`config.mk`:
```
export PLATFORM = sky130hd
export DESIGN_NAME = div_seq_32
export DESIGN_NICKNAME = d
export VERILOG_FILES = /design/src/rtl/cpu_pkg.sv /design/src/rtl/neg_32.sv /design/src/rtl/div_seq_32.sv
export SDC_FILE = /design/constraint.sdc
export NUM_CORES = 1
export LEC_CHECK = 0
export CORE_MARGIN = 10
export CORE_UTILIZATION = 45
export CTS_CLUSTER_SIZE = 24
export DETAILED_ROUTE_END_ITERATION = 10
export GPL_ROUTABILITY_DRIVEN = 0
export GPL_TIMING_DRIVEN = 0
export PLACE_DENSITY_LB_ADDON = 0.08
export SYNTH_ARGS = -nofsm -noshare
export SYNTH_HDL_FRONTEND = slang
export SYNTH_SLANG_ARGS = --single-unit
```
`constraint.sdc`:
```
create_clock -name clk -period 2.95 [get_ports clk]
set_input_delay 0.7375 -clock clk [delete_from_list [all_inputs] [get_ports clk]]
set_output_delay 0.7375 -clock clk [all_outputs]
set_load 0.02 [all_outputs]
```
`src/rtl/cpu_pkg.sv`:
```
// Shared CPU datapath definitions: divider iteration count and divider FSM encoding.
`default_nettype none

package cpu_pkg;

  localparam int DIV_ITER = 32;
  localparam int CNT_W    = $clog2(DIV_ITER);

  typedef enum logic [1:0] {
    IDLE   = 2'd0,
    DIVIDE = 2'd1,
    FIXUP  = 2'd2,
    DONE   = 2'd3
  } div_state_e;

endpackage

`default_nettype wire

```
`src/rtl/neg_32.sv`:
```
// Two's-complement negation of a 32-bit value.
`default_nettype none

module neg_32 (
  input  logic [31:0] a_i,
  output logic [31:0] y_o
);

  assign y_o = ~a_i + 32'd1;

endmodule

`default_nettype wire

```
`src/rtl/div_seq_32.sv`:
```
// Sequential signed 32-bit divider: restoring loop on magnitudes, sign fix-up at the end.
`default_nettype none

module div_seq_32
  import cpu_pkg::*;
(
  input  logic        clk,
  input  logic        clr,
  input  logic        start,
  input  logic [31:0] rA,
  input  logic [31:0] rB,
  output logic [31:0] rZ_lo,
  output logic [31:0] rZ_hi,
  output logic        busy,
  output logic        done,
  output logic        div_by_zero
);

  div_state_e       state_q, state_d;
  logic [CNT_W-1:0] cnt_q, cnt_d;
  logic [31:0]      rem_q, rem_d;
  logic [31:0]      quo_q, quo_d;
  logic [31:0]      dvs_q, dvs_d;
  logic             sign_q_q, sign_q_d;
  logic             sign_r_q, sign_r_d;
  logic             zero_q, zero_d;
  logic [31:0]      zlo_q, zlo_d;
  logic [31:0]      zhi_q, zhi_d;
  logic             dbz_q, dbz_d;

  logic [31:0] neg_a, neg_b, neg_quo, neg_rem;
  logic [31:0] mag_a, mag_b;
  logic [32:0] shift, trial;

  neg_32 u_neg_a   (.a_i(rA),    .y_o(neg_a));
  neg_32 u_neg_b   (.a_i(rB),    .y_o(neg_b));
  neg_32 u_neg_quo (.a_i(quo_q), .y_o(neg_quo));
  neg_32 u_neg_rem (.a_i(rem_q), .y_o(neg_rem));

  assign mag_a = rA[31] ? neg_a : rA;
  assign mag_b = rB[31] ? neg_b : rB;

  // |divisor| <= 2^31 keeps rem below 2^31, so the shifted value fits 32 bits and bit 32 is the sign.
  assign shift = {rem_q, quo_q[31]};
  assign trial = shift - {1'b0, dvs_q};

  always_comb begin
    state_d  = state_q;
    cnt_d    = cnt_q;
    rem_d    = rem_q;
    quo_d    = quo_q;
    dvs_d    = dvs_q;
    sign_q_d = sign_q_q;
    sign_r_d = sign_r_q;
    zero_d   = zero_q;
    zlo_d    = zlo_q;
    zhi_d    = zhi_q;
    dbz_d    = dbz_q;
    unique case (state_q)
      IDLE: begin
        if (start) begin
          dbz_d = 1'b0;
          cnt_d = '0;
          if (rB == 32'd0) begin
            // Reuse the fix-up step with positive signs to publish the fixed divide-by-zero result.
            rem_d    = rA;
            quo_d    = 32'hFFFF_FFFF;
            dvs_d    = 32'd0;
            sign_q_d = 1'b0;
            sign_r_d = 1'b0;
            zero_d   = 1'b1;
            state_d  = FIXUP;
          end else begin
            rem_d    = 32'd0;
            quo_d    = mag_a;
            dvs_d    = mag_b;
            sign_q_d = rA[31] ^ rB[31];
            sign_r_d = rA[31];
            zero_d   = 1'b0;
            state_d  = DIVIDE;
          end
        end
      end
      DIVIDE: begin
        rem_d = trial[32] ? shift[31:0] : trial[31:0];
        quo_d = {quo_q[30:0], ~trial[32]};
        cnt_d = cnt_q + 1'b1;
        if (cnt_q == CNT_W'(DIV_ITER - 1)) state_d = FIXUP;
      end
      FIXUP: begin
        zlo_d   = sign_q_q ? neg_quo : quo_q;
        zhi_d   = sign_r_q ? neg_rem : rem_q;
        dbz_d   = zero_q;
        state_d = DONE;
      end
      DONE: state_d = IDLE;
      default: state_d = IDLE;
    endcase
  end

  always_ff @(posedge clk or negedge clr) begin
    if (!clr) begin
      state_q  <= IDLE;
      cnt_q    <= '0;
      rem_q    <= 32'd0;
      quo_q    <= 32'd0;
      dvs_q    <= 32'd0;
      sign_q_q <= 1'b0;
      sign_r_q <= 1'b0;
      zero_q   <= 1'b0;
      zlo_q    <= 32'd0;
      zhi_q    <= 32'd0;
      dbz_q    <= 1'b0;
    end else begin
      state_q  <= state_d;
      cnt_q    <= cnt_d;
      rem_q    <= rem_d;
      quo_q    <= quo_d;
      dvs_q    <= dvs_d;
      sign_q_q <= sign_q_d;
      sign_r_q <= sign_r_d;
      zero_q   <= zero_d;
      zlo_q    <= zlo_d;
      zhi_q    <= zhi_d;
      dbz_q    <= dbz_d;
    end
  end

  assign rZ_lo       = zlo_q;
  assign rZ_hi       = zhi_q;
  assign div_by_zero = dbz_q;
  assign busy        = (state_q != IDLE);
  assign done        = (state_q == DONE);

endmodule

`default_nettype wire

```
==> results of run 1 <==
==> flip-flops by register name, summed over array words and instances (netlist names) <==
name and cells:
sign_q_q 1, zero_q 1, sign_r_q 1, rZ_hi 32, rem_q 32, dvs_q 32, cnt_q 5, div_by_zero 1
quo_q 32, state_q 2, rZ_lo 32
==> cell type report <==
type,count,share of cell area
repair buffers,173,0.1141
flip-flops and latches,171,0.2921
clock buffers,19,0.03017
inverters,52,0.01329
clock inverters,13,0.01210
multi-input cells,1023,0.4856
plain buffers,71,0.02454
well taps,330,0.02812
==> Yosys cell counts (all sizes together), types with 2 or more instances <==
cell type / number
or4: 16
buf: 13
nor3: 21
or3: 20
nor2b: 5
nand3b: 2
o211ai: 15
o31a: 2
nand3: 20
a22oi: 27
a31oi: 8
xor2: 104
o221ai: 2
a32o: 2
o41ai: 22
a31o: 3
o22ai: 15
nand2b: 15
dfrtp: 171
nand4: 9
a21oi: 132
a22o: 7
mux2: 6
a21o: 8
or2: 4
and2: 5
mux2i: 14
clkbuf: 63
and3: 9
xnor2: 41
a221oi: 7
o31ai: 37
ha: 42
a21boi: 2
nor2: 120
o21a: 5
o21ai: 128
nor4: 7
inv: 52
o21bai: 4
nand2: 124
==> cell families (layout without fill, tap and decap cells) <==
family,count (synthesis),count (layout)
compound gates,435,435
xor+xnor,145,145
fa+ha+maj,43,43
buf+inv,128,328
flops,171,171
mux,20,20
simple gates,380,380
==> critical path, cell delays in order (launching register included) <==
cell and delay [ps]:
dfrtp_1 440, ha_4 190, fa_2 340, nand2b_4 160
a21oi_4 150, o211ai_1 100, buf_4 170, a2111oi_4 380
o31ai_2 120, xor2_1 210, buf_6 180, buf_6 110
mux2i_1 60, a221oi_1 270, a21oi_1 60
==> repair_timing <==
action | CTS | global route
endpoints found under the setup margin | 76 | 80
gates cloned | 2 | 1
pin swaps | 28 | 23
setup buffers | 29 | 8
hold buffers | 0 | 0
gates resized for setup | 119 | 73
==> layer usage <==
| metal | routed length [um] | vias up | track usage |
|---|---|---|---|
| li1 | - | 5139 | - |
| met1 | 17140 | 5223 | 0.3261 |
| met2 | 16360 | 402 | 0.3500 |
| met3 | 2811 | 45 | 0.04086 |
| met4 | 799 | 0 | 0.06958 |
| met5 | 0 | - | 0 |
==> where the power goes <==
| group | internal, mW | leakage [nW] | switching, mW |
|---|---|---|---|
| registers | 3.45 | 2.04 | 1.14 |
| clock network | 1.38 | 0.303 | 1.06 |
| logic | 5.15 | 3.80 | 6.81 |
| total | 9.98 | 6.13 | 9.01 |
==> worst max-delay path by stage <==
stage                   from        end  slack (ps)  cells after the start
global route        dvs_q[0]   rem_q[0]        -260                     14
detailed placement    rB[12]  quo_q[27]        -990                     10
floorplan             rA[10]  quo_q[26]        -190                      8
CTS                 dvs_q[0]   rem_q[0]         -90                     13
finish              dvs_q[0]   rem_q[0]        -150                     14
global placement         clr  dvs_q[13]       -6110                      1
==> layout by cell type (no fill, tap or decap), types with 9 or more instances in the layout <==
cell             count
a22oi_1             27
nand3_1             18
a21oi_2             11
nor3_1              13
o41ai_1             18
o21ai_0            100
xor2_1             104
buf_4               35
clkbuf_16           17
o211ai_1            15
nand2b_1            14
and3_1               9
nand4_1              9
o22ai_1             13
clkbuf_1            54
a21oi_1            119
o21ai_1             25
mux2i_1             13
nand2_1            123
nor2_1             117
xnor2_1             38
o31ai_1             30
clkdlybuf4s50_1    100
ha_4                 9
dfrtp_1            164
buf_6               11
or3_1               14
ha_1                28
inv_1               48
dlygate4sd2_1       25
==> per-stage QoR <==
step / utilization / TNS [ps]
6_report: 0.5881 / -1470
2_1_floorplan: - / -901.0
3_5_place_dp: 0.5284 / -65380
3_3_place_gp: 0.5271 / -1106470
4_1_cts: 0.5751 / -265.9
5_1_grt: 0.5881 / -5297
==> metrics.md, run 1 <==
| Metric | Value |
|---|---|
| Status | complete, but fails checks |
| Failing checks | negative setup slack |
| Most used DFF post-synth | dfrtp_1 |
| Largest family of logic cells by synthesized area | compound AO/OA/AOI/OAI gates |
| Residual DRC | 0 |
| Share of the synthesized area in the top cell type | 0.3773 |
| Dpl cells | 1785 |
| Area delta synth->final | 29.46% |
| Routed via count | 10809 |
| Cell variety after synth | 67 |
| Hold Crit Class | primary input to async pin |
| Core box area | 24960 um^2 |
| Pre-CTS WS | -994.5 ps |
| Max Slew Vio Count | 0 |
| Final setup margin | -146.0 ps |
| Post-synth EDFFs | 0 |
| CP Data Arrival Time | 3400 ps |
| Post-Synthesis Cells | 1322 |
| Xor and xnor area share after synthesis | 0.1120 |
| Syn avg cell area | 8.579 um^2 |
| Finished Layout Cells | 1852 |
| Routed vias/inst | 5.836 |
| CTS tree | built |
| Net count after synthesis | 1432 |
| GRT Residual Overflow | 0 |
| Critical path required time | 3250 ps |
| Initial antenna violation count | 0 |
| Post-Synth Simple-Gate Area | 0.1613 |
| I/O pin count | 134 |
| Register area share after synthesis | 0.3773 |
| PwrDens | 1293 nW/um^2 |
| Clock root cell | clkbuf_16 |
| Yosys reg bits | 171 |
| Wirelength, routed | 37110 um |
| Setup violations, final | 31 |
| FF-to-FF End | rem_q[0] |
| Yosys warns | 0 |
| Largest net degree at the start of global routing | 104 |
| Final Skew | 20.26 ps |
| WL/cell | 20.04 um |
| Num CTS Buffers | 17 |
| Top post-synthesis cells by area | dfrtp_1 38%, xor2_1 8.0%, a21oi_1 5.8% |
| Number of diodes | 0 |
| Post-Synth Adder-Cell Area | 0.04810 |
| Measured slew at the worst slew-check pin | 908.6 ps |
| Router iterations before antenna repair | 7 |
| Buffers on Ports | 132 |
| Setup crit end kind | register |
| Worst reg2reg path depth | 14 |
| Setup crit start kind | register |
| Maximum operating frequency | 0.3230 GHz |
| Vias in the first global route | 10507 |
| Initial Util | 0.4543 |
| Multi-input logic area | 7129 um^2 |
| Final Hold Viols | 0 |
| Max-cap violation count | 0 |
| Worst hold margin | 243.8 ps |
| Worst VDD drop | 0.7256 mV |
| Synth Area in Compound Gates | 0.2394 |
| Clock buffer depth | 2 |
| Die Span Y | 178.8 um |
| Worst Setup Path Type | register to register |
| Fraction of registers with async set/reset | 1.000 |
| Mux cell area share after synthesis | 0.01865 |
| H-tree levels | 4 |
| Placement Cell Area | 13190 um^2 |
| DRT antenna net count | 0 |
| Unrepaired setup endpoints after global routing | yes |
| Die area | 31950 um^2 |
| Fillers | 2329 |
| Detailed placer's ending HPWL | 27850 um |
| FF+latch area | 4288 um^2 |
| Final Cell Area | 14680 um^2 |
| Worst-path clk slew | 70 ps |
| Clock sink count | 171 |
| Net count, final | 1619 |
| Share of layout cells above drive strength 1 | 0.1340 |
| Rel. slew slack | 0.3943 |
| # rows | 58 |
| Final Critical Period | 3096 ps |
| R2R Setup Slk | -150 ps |
| First-pass GRT wire length | 57830 um |
| RR Startpoint | dvs_q[0] |
| Area leader, netlist | dfrtp_1 |
| Power Total | 18.99 mW |
| Worst Path Max Fanout | 7 |
| Die Span X | 178.8 um |
| Clk_lat worst skew | 440 ps |
| Mapped Area | 11340 um^2 |
| DR iter-0 viols | 1077 |
| Final period util | 1.049 |
| GRT Util Overall | 0.2301 |
| Pleak | 6.134 nW |
(Power assumes the default switching activity.)
==> run 2: changes to the inputs <==
--- a/config.mk
+++ b/config.mk
@@ -11,7 +11,10 @@
 export DETAILED_ROUTE_END_ITERATION = 10
 export GPL_ROUTABILITY_DRIVEN = 0
 export GPL_TIMING_DRIVEN = 0
+export HOLD_SLACK_MARGIN = 0.08
+export MAX_ROUTING_LAYER = met4
 export PLACE_DENSITY_LB_ADDON = 0.08
+export RECOVER_POWER = 25
 export SYNTH_ARGS = -nofsm -noshare
 export SYNTH_HDL_FRONTEND = slang
 export SYNTH_SLANG_ARGS = --single-unit
==> run 2 against run 1 <==
The flow finishes with violations (max-capacitance violations, max-slew violations, negative setup slack). Worst setup slack lost 1.8 ps. Largest power group unchanged. Clock power about the same. Critical path depth is the same. Via count decreased by 0.50%. Final cell count unchanged. Sequential cell count stayed put. Highest routed layer unchanged.
==> metrics.md, run 2 (synthesized netlist as in run 1, its figures left out) <==
| Metric | Value |
|---|---|
| Vias in the first global route | 10501 (-0.057%) |
| Clk_lat worst skew | 440 ps (about the same) |
| Final Hold Viols | 0 (unchanged) |
| Failing checks | max-capacitance violations, max-slew violations, negative setup slack |
| Residual DRC | 0 (unchanged) |
| Dpl cells | 1785 (unchanged) |
| Unrepaired setup endpoints after global routing | yes |
| Net count, final | 1619 (unchanged) |
| CTS tree | built |
| Endpoint of the worst hold path | dvs_q[6] |
| Num CTS Buffers | 17 (unchanged) |
| Detailed placer's ending HPWL | 27850 um (unchanged) |
| Clock Power Share | 0.128 (about the same) |
| Setup crit end kind | register |
| HP Start | dvs_q[6] |
| Int Pwr | 9.980 mW (about the same) |
| FF-to-FF End | rem_q[0] |
| Core box area | 24960 um^2 (unchanged) |
| Die Span Y | 178.8 um (unchanged) |
| R2R Setup Slk | -150 ps (about the same) |
| DRT antenna net count | 0 (unchanged) |
| Commonest non-fill, non-tap cell in the layout | dfrtp_1 |
| H-tree levels | 4 (unchanged) |
| Largest net degree at the start of global routing | 104 (unchanged) |
| Part of the power in registers | 0.242 (about the same) |
| Final Skew | 19.45 ps (-0.8172 ps) |
| WL/cell | 20.03 um (about the same) |
| Setup crit start kind | register |
| Router iterations before antenna repair | 7 (unchanged) |
| Routed via count | 10755 (-0.50%) |
| Maximum operating frequency | 0.3228 GHz (about the same) |
| Share of layout cells above drive strength 1 | 0.1347 (+0.0006570) |
| Hold Path Depth | 2 |
| # rows | 58 (unchanged) |
| Hold_buf cts | 0 (unchanged) |
| Worst Path Max Fanout | 7 (unchanged) |
| Pleak | 6.125 nW (-0.14%) |
| I/O pin count | 134 (unchanged) |
| Number of diodes | 0 (unchanged) |
| Comb power frac | 0.630 (about the same) |
| Setup violations, final | 30 (-3.2%) |
| Final period util | 1.050 (about the same) |
| Status | complete, but fails checks |
| Worst reg2reg path depth | 14 (unchanged) |
| Final setup margin | -147.8 ps (-1.768 ps) |
| Final Cell Area | 14660 um^2 (-0.15%) |
| Worst Setup Path Type | register to register |
| Die Span X | 178.8 um (unchanged) |
| Final Critical Period | 3098 ps (+1.768 ps) |
| Clock sink count | 171 (unchanged) |
| Rel. slew slack | -0.1344 (-0.5287) |
| CP Data Arrival Time | 3400 ps (about the same) |
| Worst-path clk slew | 70 ps (about the same) |
| Worst VDD drop | 0.7216 mV (-0.55%) |
| Initial antenna violation count | 0 (unchanged) |
| Max Slew Vio Count | 70 (+70) |
| Switching Share | 0.4743 (about the same) |
| GRT Residual Overflow | 0 (unchanged) |
| Routed vias/inst | 5.807 (-0.50%) |
| Measured slew at the worst slew-check pin | 1702 ps (+793.1 ps) |
| PwrDens | 1295 nW/um^2 (+0.12%) |
| Initial Util | 0.4543 (unchanged) |
| GRT Util Overall | 0.2368 (+0.006702) |
| First-pass GRT wire length | 57840 um (about the same) |
| Buffers on Ports | 132 (unchanged) |
| Clock buffer depth | 2 (unchanged) |
| Max-cap violation count | 1 (+1) |
| Clock root cell | clkbuf_16 |
| Die area | 31950 um^2 (unchanged) |
| RR Startpoint | dvs_q[0] |
| Switching power | 9.002 mW (about the same) |
| Placement Cell Area | 13190 um^2 (unchanged) |
| Most frequent cells in the layout | 164 x dfrtp_1, 123 x nand2_1, 119 x a21oi_1 |
| DR iter-0 viols | 981 (-8.9%) |
| Critical path required time | 3250 ps (about the same) |
| Finished Layout Cells | 1852 (unchanged) |
| Hold Crit Class | register to register |
| Area delta synth->final | 29.26% |
| Wirelength, routed | 37100 um (about the same) |
run 2: cell types whose count changed in the layout (fill, tap and decap cells not counted), sizes merged:
cell	previous run	this run
buf	59	58
clkbuf	76	77
run 2: final cells by class:
class                      instances  area, um^2
buffer                            71       360.3
clock buffer                      19       442.9
clock inverter                    13       177.7
fill                            2331       10300
inverter                          52       195.2
multi-input combinational       1023        7133
sequential                       171        4288
tap                              330       412.9
timing repair buffer             173        1649
run 2: per-layer routing:
| metal | part of all wire | up-vias | global-route usage | wire (um) |
|---|---|---|---|---|
| li1 | - | 5128 | - | - |
| met1 | 0.47 | 5177 | 0.3289 | 17310 |
| met2 | 0.44 | 398 | 0.3504 | 16310 |
| met3 | 0.071 | 52 | 0.03644 | 2652 |
| met4 | 0.022 | 0 | 0.06958 | 826 |
| met5 | 0 | - | - | 0 |
run 2: timing repair:
action                                  in CTS  in global routing
endpoints found under the setup margin      76                 81
resized for setup                          119                 74
setup buffers                               29                  8
pin swaps                                   28                 21
hold endpoints to repair                     0                  0
gates cloned                                 2                  1
run 2: power by group through the flow:
| stage | clock, mW | combinational (mW) | sequential [mW] |
|---|---|---|---|
| 2_1_floorplan | 0 | 6.75 | 4.78 |
| 3_3_place_gp | 0 | 10.2 | 4.53 |
| 3_5_place_dp | 0 | 10.3 | 4.57 |
| 4_1_cts | 2.47 | 11.3 | 4.52 |
| 5_1_grt | 2.58 | 13.1 | 4.73 |
| 6_report | 2.44 | 12.0 | 4.59 |
run 2: worst max-delay path by stage:
| stage | slack, ps | startpoint | depth (start not counted) | endpoint |
|---|---|---|---|---|
| after floorplan | -190 | rA[10] | 8 | quo_q[26] |
| after global placement | -6110 | clr | 1 | dvs_q[13] |
| after detailed placement | -990 | rB[12] | 10 | quo_q[27] |
| after CTS | -90 | dvs_q[0] | 13 | rem_q[0] |
| after global routing | -260 | dvs_q[0] | 14 | rem_q[0] |
| final | -150 | dvs_q[0] | 14 | rem_q[0] |
run 2: per-stage QoR:
step                      setup slack [ps]  power, mW   TNS, ps  hold slack (ps)    util
after detailed placement            -994.5      14.91    -65380            470.4  0.5284
final                               -147.8      18.98     -1446            477.0  0.5872
after floorplan                     -190.3      11.53    -901.0            441.9       -
after global placement               -6105      14.74  -1106470            464.1  0.5271
after global routing                -257.2      20.38     -5309            515.1  0.5872
after CTS                           -86.80      18.32    -265.9            266.6  0.5751
run 2: worst max-delay path, cell delays in order (launching register included):
cell       delay [ps]
dfrtp_1           440
ha_4              190
fa_2              340
nand2b_4          160
a21oi_4           150
o211ai_1          100
buf_4             170
a2111oi_4         390
o31ai_2           120
xor2_1            210
buf_6             180
buf_6             110
mux2i_1            60
a221oi_1          280
a21oi_1            70
